`config.mk`:
```
export PLATFORM = sky130hd
export DESIGN_NAME = uart_text_bus_bridge
export DESIGN_NICKNAME = d
export VERILOG_FILES = /design/src/rtl/uart2bus_pkg.sv /design/src/rtl/uart_text_bus_bridge_uart_core.sv /design/src/rtl/uart_text_bus_bridge.sv
export SDC_FILE = /design/constraint.sdc
export NUM_CORES = 1
export LEC_CHECK = 0
export ABC_AREA = 1
export ABC_CLOCK_PERIOD_IN_PS = 5100
export BUFFER_PORTS_ARGS = -buffer_cell sky130_fd_sc_hd__buf_2
export CAP_MARGIN = 10
export CORE_MARGIN = 8
export CORE_UTILIZATION = 45
export CTS_BUF_LIST = sky130_fd_sc_hd__clkbuf_2
export DETAILED_ROUTE_END_ITERATION = 7
export PLACE_DENSITY = 0.66
export SYNTH_ARGS = -nofsm -noshare
export SYNTH_HDL_FRONTEND = slang
export SYNTH_SLANG_ARGS = --single-unit
```
`constraint.sdc`:
```
create_clock -name clock -period 5.1 [get_ports clock]
set_clock_uncertainty 0.05 [all_clocks]
set_input_delay 1.02 -clock clock [delete_from_list [all_inputs] [get_ports clock]]
set_output_delay 1.02 -clock clock [all_outputs]
set_load 0.03 [all_outputs]
```
`src/rtl/uart2bus_pkg.sv`:
```
// uart2bus_pkg: ASCII constants, state enums and hex helpers shared by the UART text bus bridge
package uart2bus_pkg;
    localparam logic [7:0] CH_CR  = 8'h0D;
    localparam logic [7:0] CH_LF  = 8'h0A;
    localparam logic [7:0] CH_SP  = 8'h20;
    localparam logic [7:0] CH_TAB = 8'h09;
    localparam logic [7:0] CH_R   = 8'h72;
    localparam logic [7:0] CH_W   = 8'h77;

    typedef enum logic [3:0] {
        IDLE, CMD, DATA, SPC2, ADDR, EXEC, RDWAIT, TX_HI, TX_LO, TX_CR, TX_LF
    } pstate_t;

    typedef enum logic [1:0] {RX_IDLE, RX_START, RX_DATA, RX_STOP} rx_state_t;

    // Returns {valid, nibble}; valid is low for any non-hex character.
    function automatic logic [4:0] hex_to_nibble(input logic [7:0] c);
        logic [4:0] r;
        r = 5'h00;
        if (c >= 8'h30 && c <= 8'h39) r = {1'b1, 4'(c - 8'h30)};
        if (c >= 8'h41 && c <= 8'h46) r = {1'b1, 4'(c - 8'h37)};
        if (c >= 8'h61 && c <= 8'h66) r = {1'b1, 4'(c - 8'h57)};
        return r;
    endfunction

    function automatic logic [7:0] nibble_to_ascii(input logic [3:0] n);
        return (n < 4'd10) ? 8'h30 + {4'h0, n} : 8'h37 + {4'h0, n};
    endfunction
endpackage

```
`src/rtl/uart_text_bus_bridge_uart_core.sv`:
```
// uart_core: fractional 16x baud generator with 8N1 receiver and transmitter
// Ports: clock/reset; ser_in/ser_out serial lines; rx_data/rx_valid received byte pulse;
//        tx_data/tx_load byte to send (accepted when !tx_busy); tx_busy high for the whole frame.
module uart_core #(
    parameter int CLK_FREQ_HZ = 40000000,
    parameter int BAUD        = 115200
) (
    input  logic       clock,
    input  logic       reset,
    input  logic       ser_in,
    output logic       ser_out,
    output logic [7:0] rx_data,
    output logic       rx_valid,
    input  logic [7:0] tx_data,
    input  logic       tx_load,
    output logic       tx_busy
);
    import uart2bus_pkg::*;
    localparam logic [31:0] INC = 32'(16 * BAUD);
    localparam logic [31:0] MOD = 32'(CLK_FREQ_HZ);
    logic [31:0] acc_q, acc_d, sum;
    logic        ce16;
    logic        s1_q, s2_q, s3_q;
    rx_state_t   rx_st_q, rx_st_d;
    logic [3:0]  rx_cnt_q, rx_cnt_d, tx_cnt_q, tx_cnt_d, tx_bit_q, tx_bit_d;
    logic [2:0]  rx_bit_q, rx_bit_d;
    logic [7:0]  rx_sh_q, rx_sh_d;
    logic        rx_valid_q, rx_valid_d, tx_busy_q, tx_busy_d;
    logic [9:0]  tx_sh_q, tx_sh_d;

    always_comb begin
        sum = acc_q + INC;
        ce16 = sum >= MOD;
        acc_d = ce16 ? sum - MOD : sum;
    end

    // Receiver: s3 is the previous synchronized sample, used for falling-edge detect.
    always_comb begin
        rx_st_d = rx_st_q;
        rx_cnt_d = ce16 ? rx_cnt_q + 4'd1 : rx_cnt_q;
        rx_bit_d = rx_bit_q;
        rx_sh_d = rx_sh_q;
        rx_valid_d = 1'b0;
        case (rx_st_q)
            RX_IDLE: begin
                rx_cnt_d = 4'd0;
                rx_bit_d = 3'd0;
                if (s3_q && !s2_q) rx_st_d = RX_START;
            end
            RX_START: if (ce16 && rx_cnt_q == 4'd7) begin
                rx_cnt_d = 4'd0;
                rx_st_d = s2_q ? RX_IDLE : RX_DATA;
            end
            RX_DATA: if (ce16 && rx_cnt_q == 4'd15) begin
                rx_sh_d = {s2_q, rx_sh_q[7:1]};
                rx_bit_d = rx_bit_q + 3'd1;
                if (rx_bit_q == 3'd7) rx_st_d = RX_STOP;
            end
            default: if (ce16 && rx_cnt_q == 4'd15) begin
                rx_valid_d = s2_q;
                rx_st_d = RX_IDLE;
            end
        endcase
    end

    // Transmitter: shift register holds {stop, data, start}; 10 bits of 16 ticks each.
    always_comb begin
        tx_busy_d = tx_busy_q;
        tx_sh_d = tx_sh_q;
        tx_cnt_d = tx_cnt_q;
        tx_bit_d = tx_bit_q;
        if (!tx_busy_q) begin
            tx_cnt_d = 4'd0;
            tx_bit_d = 4'd0;
            if (tx_load) begin
                tx_busy_d = 1'b1;
                tx_sh_d = {1'b1, tx_data, 1'b0};
            end
        end else if (ce16) begin
            tx_cnt_d = tx_cnt_q + 4'd1;
            if (tx_cnt_q == 4'd15) begin
                tx_sh_d = {1'b1, tx_sh_q[9:1]};
                tx_bit_d = tx_bit_q + 4'd1;
                if (tx_bit_q == 4'd9) tx_busy_d = 1'b0;
            end
        end
    end

    always_ff @(posedge clock) begin
        if (reset) begin
            acc_q <= '0;
            {s1_q, s2_q, s3_q} <= 3'b111;
            rx_st_q <= RX_IDLE;
            rx_cnt_q <= '0;
            rx_bit_q <= '0;
            rx_sh_q <= '0;
            rx_valid_q <= 1'b0;
            tx_busy_q <= 1'b0;
            tx_sh_q <= '1;
            tx_cnt_q <= '0;
            tx_bit_q <= '0;
        end else begin
            acc_q <= acc_d;
            {s1_q, s2_q, s3_q} <= {ser_in, s1_q, s2_q};
            rx_st_q <= rx_st_d;
            rx_cnt_q <= rx_cnt_d;
            rx_bit_q <= rx_bit_d;
            rx_sh_q <= rx_sh_d;
            rx_valid_q <= rx_valid_d;
            tx_busy_q <= tx_busy_d;
            tx_sh_q <= tx_sh_d;
            tx_cnt_q <= tx_cnt_d;
            tx_bit_q <= tx_bit_d;
        end
    end

    assign ser_out = tx_busy_q ? tx_sh_q[0] : 1'b1;
    assign tx_busy = tx_busy_q;
    assign rx_data = rx_sh_q;
    assign rx_valid = rx_valid_q;
endmodule

```
`src/rtl/uart_text_bus_bridge.sv`:
```
// uart_text_bus_bridge: ASCII "w <data> <addr>" / "r <addr>" UART commands to a register bus
// Ports: clock/reset; ser_in/ser_out UART lines; int_address/int_wr_data/int_write/int_read bus
//        outputs; int_rd_data read data valid the cycle after int_read.
// Build option: define UART2BUS_ECHO_EN to echo received bytes while a command is being parsed.
module uart_text_bus_bridge #(
    parameter int CLK_FREQ_HZ = 40000000,
    parameter int BAUD        = 115200,
    parameter int AW          = 8
) (
    input  logic          clock,
    input  logic          reset,
    input  logic          ser_in,
    output logic          ser_out,
    output logic [AW-1:0] int_address,
    output logic [7:0]    int_wr_data,
    output logic          int_write,
    output logic          int_read,
    input  logic [7:0]    int_rd_data
);
    import uart2bus_pkg::*;
    logic [7:0]    rx_data, tx_data;
    logic          rx_valid, tx_load, tx_busy;
    pstate_t       st_q, st_d;
    logic          rd_q, rd_d, sep_q, sep_d;
    logic [7:0]    data_q, data_d, rdv_q, rdv_d, wdata_q, wdata_d;
    logic [AW-1:0] addr_q, addr_d, iaddr_q, iaddr_d;
    logic [4:0]    hx;
    logic          is_ws, is_eol;

    uart_core #(.CLK_FREQ_HZ(CLK_FREQ_HZ), .BAUD(BAUD)) u_core (
        .clock(clock), .reset(reset), .ser_in(ser_in), .ser_out(ser_out),
        .rx_data(rx_data), .rx_valid(rx_valid),
        .tx_data(tx_data), .tx_load(tx_load), .tx_busy(tx_busy)
    );

    // Hex fields shift in from the right; older digits fall off the top.
    always_comb begin
        hx = hex_to_nibble(rx_data);
        is_ws = rx_data == CH_SP || rx_data == CH_TAB;
        is_eol = rx_data == CH_CR || rx_data == CH_LF;
        st_d = st_q;
        rd_d = rd_q;
        sep_d = sep_q;
        data_d = data_q;
        addr_d = addr_q;
        rdv_d = rdv_q;
        wdata_d = wdata_q;
        iaddr_d = iaddr_q;
        tx_load = 1'b0;
        tx_data = 8'h00;
        case (st_q)
            IDLE: if (rx_valid && ((rx_data | 8'h20) == CH_W || (rx_data | 8'h20) == CH_R)) begin
                st_d = CMD;
                rd_d = (rx_data | 8'h20) == CH_R;
                sep_d = 1'b0;
                data_d = 8'h00;
                addr_d = '0;
            end
            CMD: if (rx_valid) begin
                if (is_ws) sep_d = 1'b1;
                else if (hx[4] && sep_q && rd_q) begin
                    st_d = ADDR;
                    addr_d = AW'({addr_q, hx[3:0]});
                end else if (hx[4] && sep_q) begin
                    st_d = DATA;
                    data_d = {data_q[3:0], hx[3:0]};
                end else st_d = IDLE;
            end
            DATA: if (rx_valid) begin
                if (hx[4]) data_d = {data_q[3:0], hx[3:0]};
                else st_d = is_ws ? SPC2 : IDLE;
            end
            SPC2: if (rx_valid && !is_ws) begin
                st_d = hx[4] ? ADDR : IDLE;
                addr_d = AW'({addr_q, hx[3:0]});
            end
            ADDR: if (rx_valid) begin
                if (hx[4]) addr_d = AW'({addr_q, hx[3:0]});
                else if (is_eol) begin
                    st_d = EXEC;
                    iaddr_d = addr_q;
                    wdata_d = rd_q ? wdata_q : data_q;
                end else st_d = IDLE;
            end
            EXEC: st_d = rd_q ? RDWAIT : IDLE;
            RDWAIT: begin
                rdv_d = int_rd_data;
                st_d = TX_HI;
            end
            TX_HI: if (!tx_busy) begin
                tx_load = 1'b1;
                tx_data = nibble_to_ascii(rdv_q[7:4]);
                st_d = TX_LO;
            end
            TX_LO: if (!tx_busy) begin
                tx_load = 1'b1;
                tx_data = nibble_to_ascii(rdv_q[3:0]);
                st_d = TX_CR;
            end
            TX_CR: if (!tx_busy) begin
                tx_load = 1'b1;
                tx_data = CH_CR;
                st_d = TX_LF;
            end
            TX_LF: if (!tx_busy) begin
                tx_load = 1'b1;
                tx_data = CH_LF;
                st_d = IDLE;
            end
            default: st_d = IDLE;
        endcase
`ifdef UART2BUS_ECHO_EN
        if (rx_valid && !tx_busy && st_q inside {IDLE, CMD, DATA, SPC2, ADDR}) begin
            tx_load = 1'b1;
            tx_data = rx_data;
        end
`endif
    end

    always_ff @(posedge clock) begin
        if (reset) begin
            st_q <= IDLE;
            rd_q <= 1'b0;
            sep_q <= 1'b0;
            data_q <= '0;
            addr_q <= '0;
            rdv_q <= '0;
            wdata_q <= '0;
            iaddr_q <= '0;
        end else begin
            st_q <= st_d;
            rd_q <= rd_d;
            sep_q <= sep_d;
            data_q <= data_d;
            addr_q <= addr_d;
            rdv_q <= rdv_d;
            wdata_q <= wdata_d;
            iaddr_q <= iaddr_d;
        end
    end

    assign int_write = st_q == EXEC && !rd_q;
    assign int_read = st_q == EXEC && rd_q;
    assign int_address = iaddr_q;
    assign int_wr_data = wdata_q;
endmodule

```
==> flow_summary.json <==
{
  "finalPower_mw": 2.58,
  "worstSetupPathType": "flop to flop",
  "dp_hpwl_mm": 9.53,
  "clkLatencyLatePin_ns": 0.60,
  "rows": 42,
  "die_h_um": 131,
  "cts_buffers": 9,
  "cp_max_fo": 35,
  "hold_ws_ns": 0.376,
  "use_met2_pct": 27.4,
  "synth.distinct_cells": 43,
  "worstPathCellList": "ha_1 > nand4_1 > nand2_1 > nand2_1 > nand3_1 > nand2_2 > nor2_1 > nand2_1 > nor2_1 > nand2_1 > nand3_2 > buf_4 > nand3_2 > inv_1 > o21ai_0 > a21oi_1",
  "p_leak_nw": 2.82,
  "ys.flop_type": "dfxtp_1",
  "core_um2": 13100,
  "crit_arrival_ns": 3.71,
  "drc": 0,
  "grt_max_degree": 70,
  "synth_top_cells_by_area": "dfxtp_1 36%, nand2_1 10%, nor2_1 8.4%",
  "grt_pass1_wl_mm": 23.6,
  "die_x_um": 131,
  "critPathTopFamily": "simple AND/OR/NAND/NOR gates",
  "drive_above_1_share_pct": 8.40,
  "yosysTopAreaCell": "dfxtp_1",
  "avgSynthCellArea_um2": 6.57,
  "port_buffers": 29,
  "ys_seq_area_share_pct": 36.3,
  "slew_headroom_pct": 29.3,
  "gp_congestion": 0.892,
  "cts_hold_buf": 0,
  "min_to": "u_core.s2_q",
  "slew_violations": 0,
  "finalCritPeriodShare_pct": 63.1,
  "n_fill_cell": 1346,
  "clockBufferDepth": 2,
  "timing.fmax_ghz": 0.311,
  "p_clk_share_pct": 15.7,
  "drv_cap": 0,
  "final_cell_count_no_fill": 1106,
  "multiInputGateArea_um2": 3180,
  "power_density_nw_per_um2": 409,
  "post_cts_buffers": 0,
  "min_from": "u_core.s1_q",
  "switchingPower_mw": 1.15,
  "synth_edf_count": 0,
  "worstMarginPinSlew_ns": 1.06,
  "status": "finished, final reports clean",
  "slowest_stage": "dfxtp_1",
  "netlist_instances": 906,
  "ios": 30,
  "clock_sinks": 108,
  "critPathMostFrequentCell": "nand2_1",
  "cpPeakStageDelay_ns": 0.50,
  "setup_viol": 0,
  "utilization_pct": 48.3,
  "synthArstFlopShare_pct": 0,
  "r2r-end": "u_core.rx_data[7]",
  "wl_per_cell_um": 11.9,
  "hold_class": "flop to flop",
  "syn2layout_area_growth_pct": 6.24,
  "seqCellArea_um2": 2160,
  "synth_top_area_share_pct": 36.3,
  "met1_usage_pct": 20.9,
  "ant_nets": 0,
  "use_met3_pct": 2.39,
  "final.setup.tns_ns": 0,
  "netSwitchingFraction_pct": 44.5,
  "drtPass1Iterations": 5,
  "clk_pin_slew_ns": 0.30,
  "rr_startpoint": "u_core.acc_q[13]",
  "routed_wl_mm": 13.2,
  "rsz0062_at_grt": "false",
  "synth_fp_nets": 934,
  "r2r_slack_ns": 1.88,
  "fin_crit_ns": 3.22,
  "die-area_um2": 17200,
  "p_comb_share_pct": 42.2,
  "cp.required_ns": 5.59,
  "first_iter_violations": 359,
  "htree_levels": 3,
  "grt_busiest_layer": "met2",
  "viasPerCell": 5.08,
  "hold_path_depth": 1,
  "p_int_mw": 1.44,
  "cts_tree": "yes",
  "grt_pass1_vias": 5372,
  "root_buffer": "clkbuf_2",
  "ys_top_cells_by_count": "158 x nand2_1, 134 x nor2_1, 125 x inv_1, 108 x dfxtp_1, 89 x o21ai_0",
  "critPathLaunchType": "flop",
  "ir_worst_vdd_mv": 0.169,
  "synth_area_um2": 5950,
  "final_net_count": 952,
  "pwr-share-seq_pct": 42.1,
  "placed_cells": 1089,
  "route.vias.total": 5622,
  "ys_ff_latch": 108,
  "worstSetupEndpointType": "flop",
  "antenna_found_initial": 1,
  "yosysMostFrequentCell": "nand2_1",
  "yosysWarnings": 0,
  "start_util_pct": 45.5,
  "crit_buf_inv": 2,
  "critPathLaunch": "u_core.acc_q[13]",
  "cts_resized": 0,
  "overflow": 0,
  "gr-usage-all-layers_pct": 16.6,
  "hold_violations": 0,
  "reg2regPathDepth": 16
}
[worst max path at each step]
stage                    endpoint  depth (start not counted)
2_1_floorplan  u_core.tx_cnt_q[1]                         13
3_3_place_gp    u_core.rx_data[7]                         16
3_5_place_dp   u_core.rx_bit_q[0]                         16
4_1_cts         u_core.rx_data[7]                         16
5_1_grt        u_core.rx_bit_q[0]                         17
6_report        u_core.rx_data[7]                         16
[routing by layer]
metal	wire [um]	vias to the layer above	part of all wire (%)
li1	-	2974	-
met1	6510	2504	49
met2	5920	117	45
met3	493	27	3.7
met4	280	0	2.1
met5	0	-	0
[power groups by stage]
stage	combinational [mW]	sequential [mW]	clock, mW
global placement	1.08	1.10	0
CTS	1.09	1.08	0.424
global route	1.26	1.11	0.454
detailed placement	1.08	1.10	0
finish	1.09	1.09	0.407
floorplan	0.939	1.06	0
[placed cells by master, fill, tap and decap left out, types with 6 or more instances in the layout]
| cell | synthesis | routed |
|---|---|---|
| inv_2 | 5 | 6 |
| nand4_1 | 14 | 14 |
| nand3_1 | 70 | 70 |
| nor2_1 | 134 | 134 |
| nand2_2 | 11 | 11 |
| nand2_1 | 158 | 158 |
| clkbuf_2 | 0 | 9 |
| dfxtp_1 | 108 | 108 |
| o21ai_0 | 89 | 89 |
| xor2_1 | 11 | 11 |
| nor3_1 | 16 | 16 |
| a21oi_1 | 81 | 81 |
| buf_2 | 6 | 29 |
| inv_1 | 125 | 124 |
| ha_1 | 17 | 17 |
[logic make-up (layout without fill, tap and decap cells)]
group	count (synthesis)	in the layout	share of synthesized area (%)
simple gates	422	422	30.7
compound gates	192	192	16.9
buf+inv	153	176	10.3
flops	108	108	36.3
fa+ha+maj	17	17	3.57
xor+xnor	14	14	2.19
other cells	0	1	0
[worst reg2reg max path, cell delays in order, from the launching register on]
cell and delay (ns):
dfxtp_1 0.50, ha_1 0.28, nand4_1 0.20, nand2_1 0.13, nand2_1 0.08, nand3_1 0.09, nand2_2 0.08, nor2_1 0.17
nand2_1 0.07, nor2_1 0.11, nand2_1 0.07, nand3_2 0.13, buf_4 0.36, nand3_2 0.34, inv_1 0.23, o21ai_0 0.10
a21oi_1 0.16
[sequential cells by signal, summed over array words and instances, names as in the netlist, 2 cells and up]
signal           flops
st_q                 4
u_core.tx_sh_q       9
u_core.tx_cnt_q      4
u_core.rx_cnt_q      4
int_address          8
rdv_q                8
u_core.tx_bit_q      4
addr_q               8
u_core.rx_st_q       2
u_core.acc_q        23
u_core.rx_bit_q      3
int_wr_data          8
data_q               8
u_core.rx_data       8
[metrics by stage]
stage               worst slack [ns]  cell area (um2)
floorplan                       2.79             5950
global placement                2.00             6200
detailed placement              1.94             6200
CTS                             1.88             6320
global route                    1.43             6320
finish                          1.88             6320
[layout make-up]
type                    count  share of cell area (%)
multi-input cells         645                    50.3
repair buffers             30                    2.41
clock buffers               9                   0.712
diodes                      1                  0.0396
well taps                 176                    3.48
flip-flops and latches    108                    34.2
clock inverters             7                    1.19
inverters                 130                    7.72
Power figures use the tool's default switching activity.
